### src/rtl/task_answer_packetizer.sv
// task_answer_packetizer
//   Buffers answer words into an internal RAM, then streams them out as one
//   AXI-Stream style packet with o_tlast on the final word.
//
//   A packet ends either when the stored count reaches the latched target
//   (i_pkt_words, with 0 or values above DEPTH meaning DEPTH) or when a beat
//   carries i_input_last.
//
//   Optional feature: define TASK_OUT_OVERFLOW_CNT_EN to add o_overflow_cnt,
//   a saturating count of input beats dropped while a packet is being sent.
//
// Ports
//   i_clk, i_rst_n            clock, asynchronous active-low reset
//   i_pkt_words               packet length in words, sampled on first beat
//   i_data/i_data_valid       input word and its qualifier
//   i_input_last              marks the final word of a short packet
//   o_in_ready                high while input beats are accepted (IDLE, LOAD)
//   o_tdata/o_tvalid/o_tlast  output stream, i_tready is downstream ready
//   o_busy                    packet in progress (LOAD or SEND)
//   o_full                    stored count equals the latched target
//   o_packet_size_in_bytes    packet size while sending, 0 otherwise
//   o_overflow_cnt            (TASK_OUT_OVERFLOW_CNT_EN only) dropped beats
module task_answer_packetizer #(
    parameter int DATA_WIDTH = 8,
    parameter int DEPTH      = 128,
    parameter int CNT_W      = $clog2(DEPTH + 1)
) (
    input  logic                  i_clk,
    input  logic                  i_rst_n,
    input  logic [CNT_W-1:0]      i_pkt_words,
    input  logic [DATA_WIDTH-1:0] i_data,
    input  logic                  i_data_valid,
    input  logic                  i_input_last,
    output logic                  o_in_ready,
    output logic [DATA_WIDTH-1:0] o_tdata,
    output logic                  o_tvalid,
    input  logic                  i_tready,
    output logic                  o_tlast,
    output logic                  o_busy,
    output logic                  o_full,
    output logic [15:0]           o_packet_size_in_bytes
`ifdef TASK_OUT_OVERFLOW_CNT_EN
    ,
    output logic [15:0]           o_overflow_cnt
`endif
);

    localparam int PTR_W          = $clog2(DEPTH);
    localparam int BYTES_PER_WORD = DATA_WIDTH / 8;

    typedef enum logic [1:0] {
        IDLE,
        LOAD,
        SEND
    } state_t;

    state_t                state_q, state_d;
    logic [PTR_W-1:0]      wr_ptr_q, wr_ptr_d;
    logic [PTR_W-1:0]      rd_ptr_q, rd_ptr_d;
    logic [CNT_W-1:0]      count_q, count_d;
    logic [CNT_W-1:0]      target_q, target_d;
    logic [CNT_W-1:0]      rd_cnt_q, rd_cnt_d;   // words loaded into the output register
    logic [DATA_WIDTH-1:0] tdata_q, tdata_d;
    logic                  tvalid_q, tvalid_d;
    logic                  tlast_q, tlast_d;

    logic [DATA_WIDTH-1:0] mem [DEPTH];

    logic                  beat;
    logic                  fire;
    logic                  we;
    logic [CNT_W-1:0]      req_target;
    logic [CNT_W-1:0]      count_inc;

    always_comb begin
        beat       = i_data_valid && (state_q != SEND);
        fire       = tvalid_q && i_tready;
        // 0 and oversize requests both mean "fill the whole buffer"
        req_target = ((i_pkt_words == '0) || (i_pkt_words > CNT_W'(DEPTH)))
                     ? CNT_W'(DEPTH) : i_pkt_words;
        count_inc  = count_q + CNT_W'(1);

        state_d  = state_q;
        wr_ptr_d = wr_ptr_q;
        rd_ptr_d = rd_ptr_q;
        count_d  = count_q;
        target_d = target_q;
        rd_cnt_d = rd_cnt_q;
        tdata_d  = tdata_q;
        tvalid_d = tvalid_q;
        tlast_d  = tlast_q;
        we       = 1'b0;

        case (state_q)
            IDLE: begin
                if (beat) begin
                    we       = 1'b1;
                    wr_ptr_d = wr_ptr_q + PTR_W'(1);
                    count_d  = CNT_W'(1);
                    target_d = req_target;
                    state_d  = ((req_target == CNT_W'(1)) || i_input_last) ? SEND : LOAD;
                end
            end
            LOAD: begin
                if (beat) begin
                    we       = 1'b1;
                    wr_ptr_d = wr_ptr_q + PTR_W'(1);
                    count_d  = count_inc;
                    if ((count_inc == target_q) || i_input_last) begin
                        state_d = SEND;
                    end
                end
            end
            SEND: begin
                if (fire && tlast_q) begin
                    state_d  = IDLE;
                    tvalid_d = 1'b0;
                    tlast_d  = 1'b0;
                    count_d  = '0;
                    target_d = '0;
                    wr_ptr_d = '0;
                    rd_ptr_d = '0;
                    rd_cnt_d = '0;
                end else if (!tvalid_q || fire) begin
                    // Refill the output register on entry and on every transfer,
                    // which keeps the stream bubble-free under constant ready.
                    tdata_d  = mem[rd_ptr_q];
                    tvalid_d = 1'b1;
                    tlast_d  = ((rd_cnt_q + CNT_W'(1)) == count_q);
                    rd_ptr_d = rd_ptr_q + PTR_W'(1);
                    rd_cnt_d = rd_cnt_q + CNT_W'(1);
                end
            end
            default: state_d = IDLE;
        endcase
    end

    always_ff @(posedge i_clk or negedge i_rst_n) begin
        if (!i_rst_n) begin
            state_q  <= IDLE;
            wr_ptr_q <= '0;
            rd_ptr_q <= '0;
            count_q  <= '0;
            target_q <= '0;
            rd_cnt_q <= '0;
            tvalid_q <= 1'b0;
            tlast_q  <= 1'b0;
        end else begin
            state_q  <= state_d;
            wr_ptr_q <= wr_ptr_d;
            rd_ptr_q <= rd_ptr_d;
            count_q  <= count_d;
            target_q <= target_d;
            rd_cnt_q <= rd_cnt_d;
            tvalid_q <= tvalid_d;
            tlast_q  <= tlast_d;
        end
    end

    // Data path: buffer RAM and output word register carry no reset.
    always_ff @(posedge i_clk) begin
        if (we) begin
            mem[wr_ptr_q] <= i_data;
        end
        tdata_q <= tdata_d;
    end

    assign o_in_ready             = (state_q != SEND);
    assign o_busy                 = (state_q != IDLE);
    assign o_full                 = o_busy && (count_q == target_q);
    assign o_tdata                = tdata_q;
    assign o_tvalid               = tvalid_q;
    assign o_tlast                = tlast_q;
    assign o_packet_size_in_bytes = (state_q == SEND)
                                    ? 16'(count_q) * 16'(BYTES_PER_WORD) : 16'd0;

`ifdef TASK_OUT_OVERFLOW_CNT_EN
    logic [15:0] overflow_cnt_q, overflow_cnt_d;

    always_comb begin
        overflow_cnt_d = overflow_cnt_q;
        if ((state_q == SEND) && i_data_valid && (overflow_cnt_q != 16'hFFFF)) begin
            overflow_cnt_d = overflow_cnt_q + 16'd1;
        end
    end

    always_ff @(posedge i_clk or negedge i_rst_n) begin
        if (!i_rst_n) begin
            overflow_cnt_q <= '0;
        end else begin
            overflow_cnt_q <= overflow_cnt_d;
        end
    end

    assign o_overflow_cnt = overflow_cnt_q;
`endif

endmodule

### config.mk
export PLATFORM = sky130hd
export DESIGN_NAME = task_answer_packetizer
export DESIGN_NICKNAME = d
export VERILOG_FILES = /design/src/rtl/task_answer_packetizer.sv
export SDC_FILE = /design/constraint.sdc
export NUM_CORES = 1
export LEC_CHECK = 0
export CAP_MARGIN = 20
export CORE_MARGIN = 5
export CORE_UTILIZATION = 48
export CTS_CLUSTER_SIZE = 12
export DETAILED_ROUTE_END_ITERATION = 16
export GPL_TIMING_DRIVEN = 0
export PLACE_DENSITY = 0.61
export SKIP_CTS_REPAIR_TIMING = 1
export SYNTH_ARGS = -nofsm -noshare
export SYNTH_HDL_FRONTEND = slang
export SYNTH_SLANG_ARGS = --single-unit
export TNS_END_PERCENT = 30
### constraint.sdc
create_clock -name i_clk -period 7.3 [get_ports i_clk]
set_input_delay 0.73 -clock i_clk [delete_from_list [all_inputs] [get_ports i_clk]]
set_output_delay 0.73 -clock i_clk [all_outputs]
set_load 0.1 [all_outputs]
==> out/metrics.cfg, run 1 <==
[clocking]
cts.sinks = 1074
cts_max_level = 3
cts_buffers = 110
clk_path_buf_depth = 3
clk_pin_slew_ns = 0.06
clock_latency_ns = 0.68
cts_tree = yes
root_buffer = clkbuf_16

[yosys]
ys_types = 58
async_flop_share = 0.0391
yosys_register_bits = 1074
avgSynthCellArea_um2 = 19.0
ys_warn_count = 0
ys_top_cells_by_count = edfxtp_1, mux2i_1, mux4_2
syn_inst = 2250
synth_area_um2 = 42700
synth_flop_cell = edfxtp_1
synth-seq-area-share = 0.750
yosysTopAreaCellShare = 0.726
synth.most_common_cell = edfxtp_1
synth_edf_count = 1032
synth_top_cell_by_area = edfxtp_1
synthTopCellsByArea = edfxtp_1, mux4_2, mux2i_1

[grt]
overflow = 0
gr-usage-all-layers = 0.231
first_global_vias = 22600
grt_antenna_before_repair = 3
grt_pass1_wl_um = 159000
grt_max_degree = 101

[detailed_routing]
dr.pass1.iters = 6
viasPerCell = 6.07
wl_um = 110000
drtAntennaViolNets = 0
drc = 0
drtIter0Drc = 2559
post_drt_wl_per_cell_um = 29.8
dr_total_vias = 22400

[power_and_ir_drop]
pwr_density_cell_nw_per_um2 = 346
p_sw_frac = 0.308
intPower_uw = 11600
p_sw_uw = 5160
peakVddDrop_uv = 284
pwr-share-comb = 0.269
p_leak_uw = 0.0153
p_clk_frac = 0.312
seq_power_share = 0.419
total_power_uw = 16700

[worst_setup_path]
cp_slowest_cell = nor2b_1
critPathRequiredTime_ns = 7.59
cpPeakStageDelay_ns = 0.68
end_kind = flop
critPathMaxFanout = 8
cp_cell_sequence = inv_1 > ha_1 > clkbuf_1 > nor2_1 > nor2b_1 > nand3_1 > clkbuf_1 > buf_16 > nor2_1
worstPathArrival_ns = 4.47
crit_type = reg2reg
r2r_slack_ns = 3.12
cp-start-kind = flop

[sta]
slew_headroom = 0.313
slew_violations = 0
post-route-period-util = 0.573
setup_viol = 0
rsz0062_at_grt = false
max_freq_ghz = 0.239
setup_ws_ns = 3.12
clock_skew_ns = 0.0201
period_needed_ns = 4.18
final.setup.tns_ns = 0
worst_pin_slew_ns = 1.02
hold_violations = 0

[outcome]
outcome = finished clean

[cells_and_area]
final_nets = 2463
drive_above_1_share = 0.170
areaGrowthSynthToFinish_pct = 13.2
antenna_cells = 0
fin_cells = 3689
fillers = 6761

[worst_hold_path]
hp-class = in2async

[floorplanning]
dieWidth_um = 308
coreArea_um2 = 88400
die_h_um = 308
io_pins = 50
start_util = 0.483
row_count = 109
die-area_um2 = 95000

[placed_design]
hpwlAfterDp_um = 75200
dp.cells = 3484
place_ws_ns = 2.52
portBuffers = 41
gp_congestion = 0.954

[job]
cap_violations = 0

==> cell type report <==
type                    count  area (um2)  area share
plain buffers             145         687      0.0142
clock buffers             156        2950      0.0609
clock inverters            46         365     0.00756
inverters                  15        56.3     0.00116
multi-input cells        1023        9960       0.206
flip-flops and latches   1074       32000       0.663
well taps                1165        1460      0.0302
repair buffers             65         836      0.0173
==> power groups by stage <==
stage	clock (uW)	combinational [uW]	sequential, uW
CTS	5300	4510	7000
floorplan	0	2800	7210
global placement	0	4390	7150
finish	5210	4510	7000
global route	5560	4760	7010
detailed placement	0	4500	7120
==> final timing paths <==
check / start / endpoint / cells after the start
max: state_q[0] / mem[42][6] / 9
min: i_rst_n / state_q[0] / 2
max reg2reg: state_q[0] / mem[42][6] / 9
min reg2reg: target_q[7] / target_q[7] / 2
max in group asynchronous: i_rst_n / wr_ptr_q[3] / 3
min in group i_clk: i_data[6] / mem[96][6] / 1
==> logic make-up (layout without fill, tap and decap cells) <==
logic type	Yosys count	after routing	share of synthesized area
compound gates	263	263	0.0416
xor+xnor	30	30	0.00615
fa+ha+maj	8	8	0.00234
buf+inv	160	427	0.0174
flops	1074	1074	0.750
mux	387	387	0.147
other cells	1	8	0.0000878
simple gates	327	327	0.0351
==> state kept, by name (all words and copies together), names as in the netlist <==
register	count
mem	1024
o_tlast	1
rd_ptr_q	7
o_tvalid	1
o_tdata	8
wr_ptr_q	7
state_q	2
target_q	8
rd_cnt_q	8
count_q	8
==> critical path, delay by kind of cell, from the launching register on <==
family	cells	cell delay [ns]
adders and majority gates	1	0.16
buffers and inverters	4	1.14
DFF	1	0.40
and+or+nand+nor	4	2.09
==> routing by layer <==
| metal | share of wire | wire length, um | global-route usage | vias up |
|---|---|---|---|---|
| met4 | 0.033 | 3590 | 0.0766 | 4 |
| met5 | 0.00025 | 27 | 0 | - |
| li1 | - | - | - | 9512 |
| met1 | 0.41 | 45400 | 0.332 | 11700 |
| met2 | 0.47 | 51800 | 0.366 | 988 |
| met3 | 0.083 | 9140 | 0.0407 | 160 |
==> metrics by stage <==
stage / instance area [um2] / hold WS, ns / utilization
detailed placement: 45000 / 0.516 / 0.509
global route: 48300 / 0.463 / 0.547
floorplan: 42700 / 0.434 / -
global placement: 44600 / 0.506 / 0.505
finish: 48300 / 0.466 / 0.547
CTS: 48300 / -0.120 / 0.547
==> cells in the final DEF, fill, tap and decap left out, types with 9 or more instances in the layout <==
cell / instances
a21oi_1: 74
a22o_1: 9
a22oi_1: 30
and2_1: 9
buf_1: 11
buf_16: 9
buf_2: 37
buf_4: 30
buf_8: 10
clkbuf_1: 119
clkbuf_16: 110
clkdlybuf4s50_1: 32
clkinv_1: 25
dfrtp_1: 42
edfxtp_1: 1032
inv_1: 14
mux2i_1: 194
mux4_2: 192
nand2_1: 45
nand3_1: 58
nand4_1: 10
nor2_1: 155
nor2b_1: 10
o21ai_0: 52
o221ai_1: 61
o31ai_1: 9
xnor2_1: 17
xor2_1: 13
No activity file was read; power rests on OpenSTA's default activity.
==> run 2: changes to the inputs <==
--- a/config.mk
+++ b/config.mk
@@ -11,7 +11,7 @@
 export CTS_CLUSTER_SIZE = 12
 export DETAILED_ROUTE_END_ITERATION = 16
 export GPL_TIMING_DRIVEN = 0
-export PLACE_DENSITY = 0.61
+export PLACE_DENSITY = 0.63
 export SKIP_CTS_REPAIR_TIMING = 1
 export SYNTH_ARGS = -nofsm -noshare
 export SYNTH_HDL_FRONTEND = slang
==> constraint.sdc (replaced) <==
create_clock -name i_clk -period 3.43 [get_ports i_clk]
set_input_delay 0.343 -clock i_clk [delete_from_list [all_inputs] [get_ports i_clk]]
set_output_delay 0.343 -clock i_clk [all_outputs]
set_load 0.1 [all_outputs]
==> run 2 against run 1 <==
The run now ends with setup timing left. Critical path depth down 2. Core utilization up 0.43 points. Flip-flop and latch count unchanged. Fmax up 21%. Sequential power up 110%. Highest routed layer is now met4.
==> out/metrics.cfg, run 2 (synthesis results as in run 1) <==
[floorplanning]
die-area_um2 = 95000
die_h_um = 308
io_pins = 50
row_count = 109
start_util = 0.483
dieWidth_um = 308
coreArea_um2 = 88400

[clocking]
clk_path_buf_depth = 3
cts_tree = yes
cts_max_level = 3
clock_latency_ns = 0.68
root_buffer = clkbuf_16
cts.sinks = 1074
clk_pin_slew_ns = 0.06
cts_buffers = 108

[detailed_routing]
drtIter0Drc = 2572
wl_um = 109000
viasPerCell = 6.14
post_drt_wl_per_cell_um = 29.8
dr_total_vias = 22500
dr.pass1.iters = 5
drc = 0
drtAntennaViolNets = 0

[cells_and_area]
fillers = 6703
final_cell_mix = edfxtp_1, mux4_2, mux2i_1
final_core_util = 0.551
top_register = mem
antenna_cells = 0
drive_above_1_share = 0.211
areaGrowthSynthToFinish_pct = 14.1
final_common_cell = edfxtp_1
largest_register_ffs = 1024
regArea_um2 = 32000
final_nets = 2459
multiInputGateArea_um2 = 10400

[placed_design]
portBuffers = 41
hpwlAfterDp_um = 73700
place_ws_ns = -0.895
gp_congestion = 1.00

[sta]
setup_viol = 1
slew_violations = 0
worst_pin_slew_ns = 1.04
setup_ws_ns = -0.0143
clock_skew_ns = 0.0360
period_needed_ns = 3.44
post-route-period-util = 1.00
max_freq_ghz = 0.290
rsz0062_at_grt = true
whs_ns = 0.0968
hold_violations = 0
slew_headroom = 0.309

[power_and_ir_drop]
seq_power_share = 0.419
p_sw_frac = 0.308
total_power_uw = 35500
p_sw_uw = 10900
intPower_uw = 24600
p_clk_frac = 0.306
peakVddDrop_uv = 747
pwr-share-comb = 0.275
p_leak_uw = 0.0154
pwr_density_cell_nw_per_um2 = 729

[worst_setup_path]
end_kind = flop
cp-start-kind = flop
critPathRequiredTime_ns = 3.75
cp_num_buf_inv = 2
worstPathArrival_ns = 3.77
path_delay_family = buffers and inverters
crit_type = reg2reg
cp_cell_sequence = buf_2 > clkdlybuf4s15_1 > mux4_2 > mux2i_1 > a22oi_1 > nand3_1 > nand4_1
cpPeakStageDelay_ns = 0.85
critPathMaxFanout = 10
cp_slowest_cell = clkdlybuf4s15_1

[grt]
overflow = 0
gr-usage-all-layers = 0.229
first_global_vias = 22400
grt_max_degree = 101
grt_antenna_before_repair = 0
grt_pass1_wl_um = 158000

[outcome]
outcome = finished with violations
violations = setup timing

[job]
cap_violations = 0

[worst_hold_path]
hp-class = in2async

run 2: cell count changes in the layout (fill, tap and decap cells not counted), moves of 7 or more:
cell,previous run,this run
nor2_1,155,83
nor2_4,0,43
nor2_2,0,29
clkbuf_1,119,91
clkbuf_4,1,16
buf_2,37,25
clkbuf_2,0,10
buf_1,11,3
clkinv_1,25,17
clkdlybuf4s50_1,32,25
dlymetal6s2s_1,0,7
run 2: metal layers:
layer  up-vias  part of all wire  global-route usage
li1       9479                 -                   -
met1     11800              0.41               0.329
met2      1020              0.48               0.365
met3       143             0.090              0.0453
met4         0             0.024              0.0625
met5         -                 0                   0
run 2: area by class of cell:
| cell class | instances | area share |
|---|---|---|
| plain buffers | 145 | 0.0160 |
| clock buffers | 142 | 0.0602 |
| clock inverters | 33 | 0.00526 |
| inverters | 15 | 0.00116 |
| multi-input cells | 1023 | 0.214 |
| flip-flops and latches | 1074 | 0.658 |
| well taps | 1165 | 0.0299 |
| repair buffers | 63 | 0.0163 |
run 2: metrics by stage:
stage / TNS (ns) / instances / area [um2]
after CTS: -401.74 / 3656 / 48100
after detailed placement: -380.69 / 3481 / 44900
final: -0.0143 / 3660 / 48700
after global placement: -2092.72 / 3463 / 44600
after floorplan: 0 / 2257 / 42700
after global routing: -3.18 / 3660 / 48700
run 2: power by group through the flow:
stage / Combinational [uW] / Clock [uW] / Sequential (uW)
finish: 9760 / 10900 / 14900
floorplan: 5970 / 0 / 15300
detailed placement: 9520 / 0 / 15200
global placement: 9340 / 0 / 15200
CTS: 9540 / 11000 / 14900
global route: 10300 / 11600 / 14900
run 2: worst paths after layout:
check                             from  slack (ns)  cells after the start           to
setup / recovery           rd_ptr_q[2]       -0.01                      7   o_tdata[2]
hold / removal                 i_rst_n         0.1                      2  target_q[4]
setup reg to reg           rd_ptr_q[2]       -0.01                      7   o_tdata[2]
hold reg to reg            target_q[7]        0.54                      2  target_q[7]
max in group asynchronous      i_rst_n        2.82                      3  wr_ptr_q[0]
min in group i_clk           i_data[6]        0.10                      1   mem[70][6]
run 2: worst reg2reg max path, cell delays in order, from the launching register on:
cell,delay (ns)
dfrtp_1,0.39
buf_2,0.38
clkdlybuf4s15_1,0.87
mux4_2,0.42
mux2i_1,0.35
a22oi_1,0.16
nand3_1,0.23
nand4_1,0.30
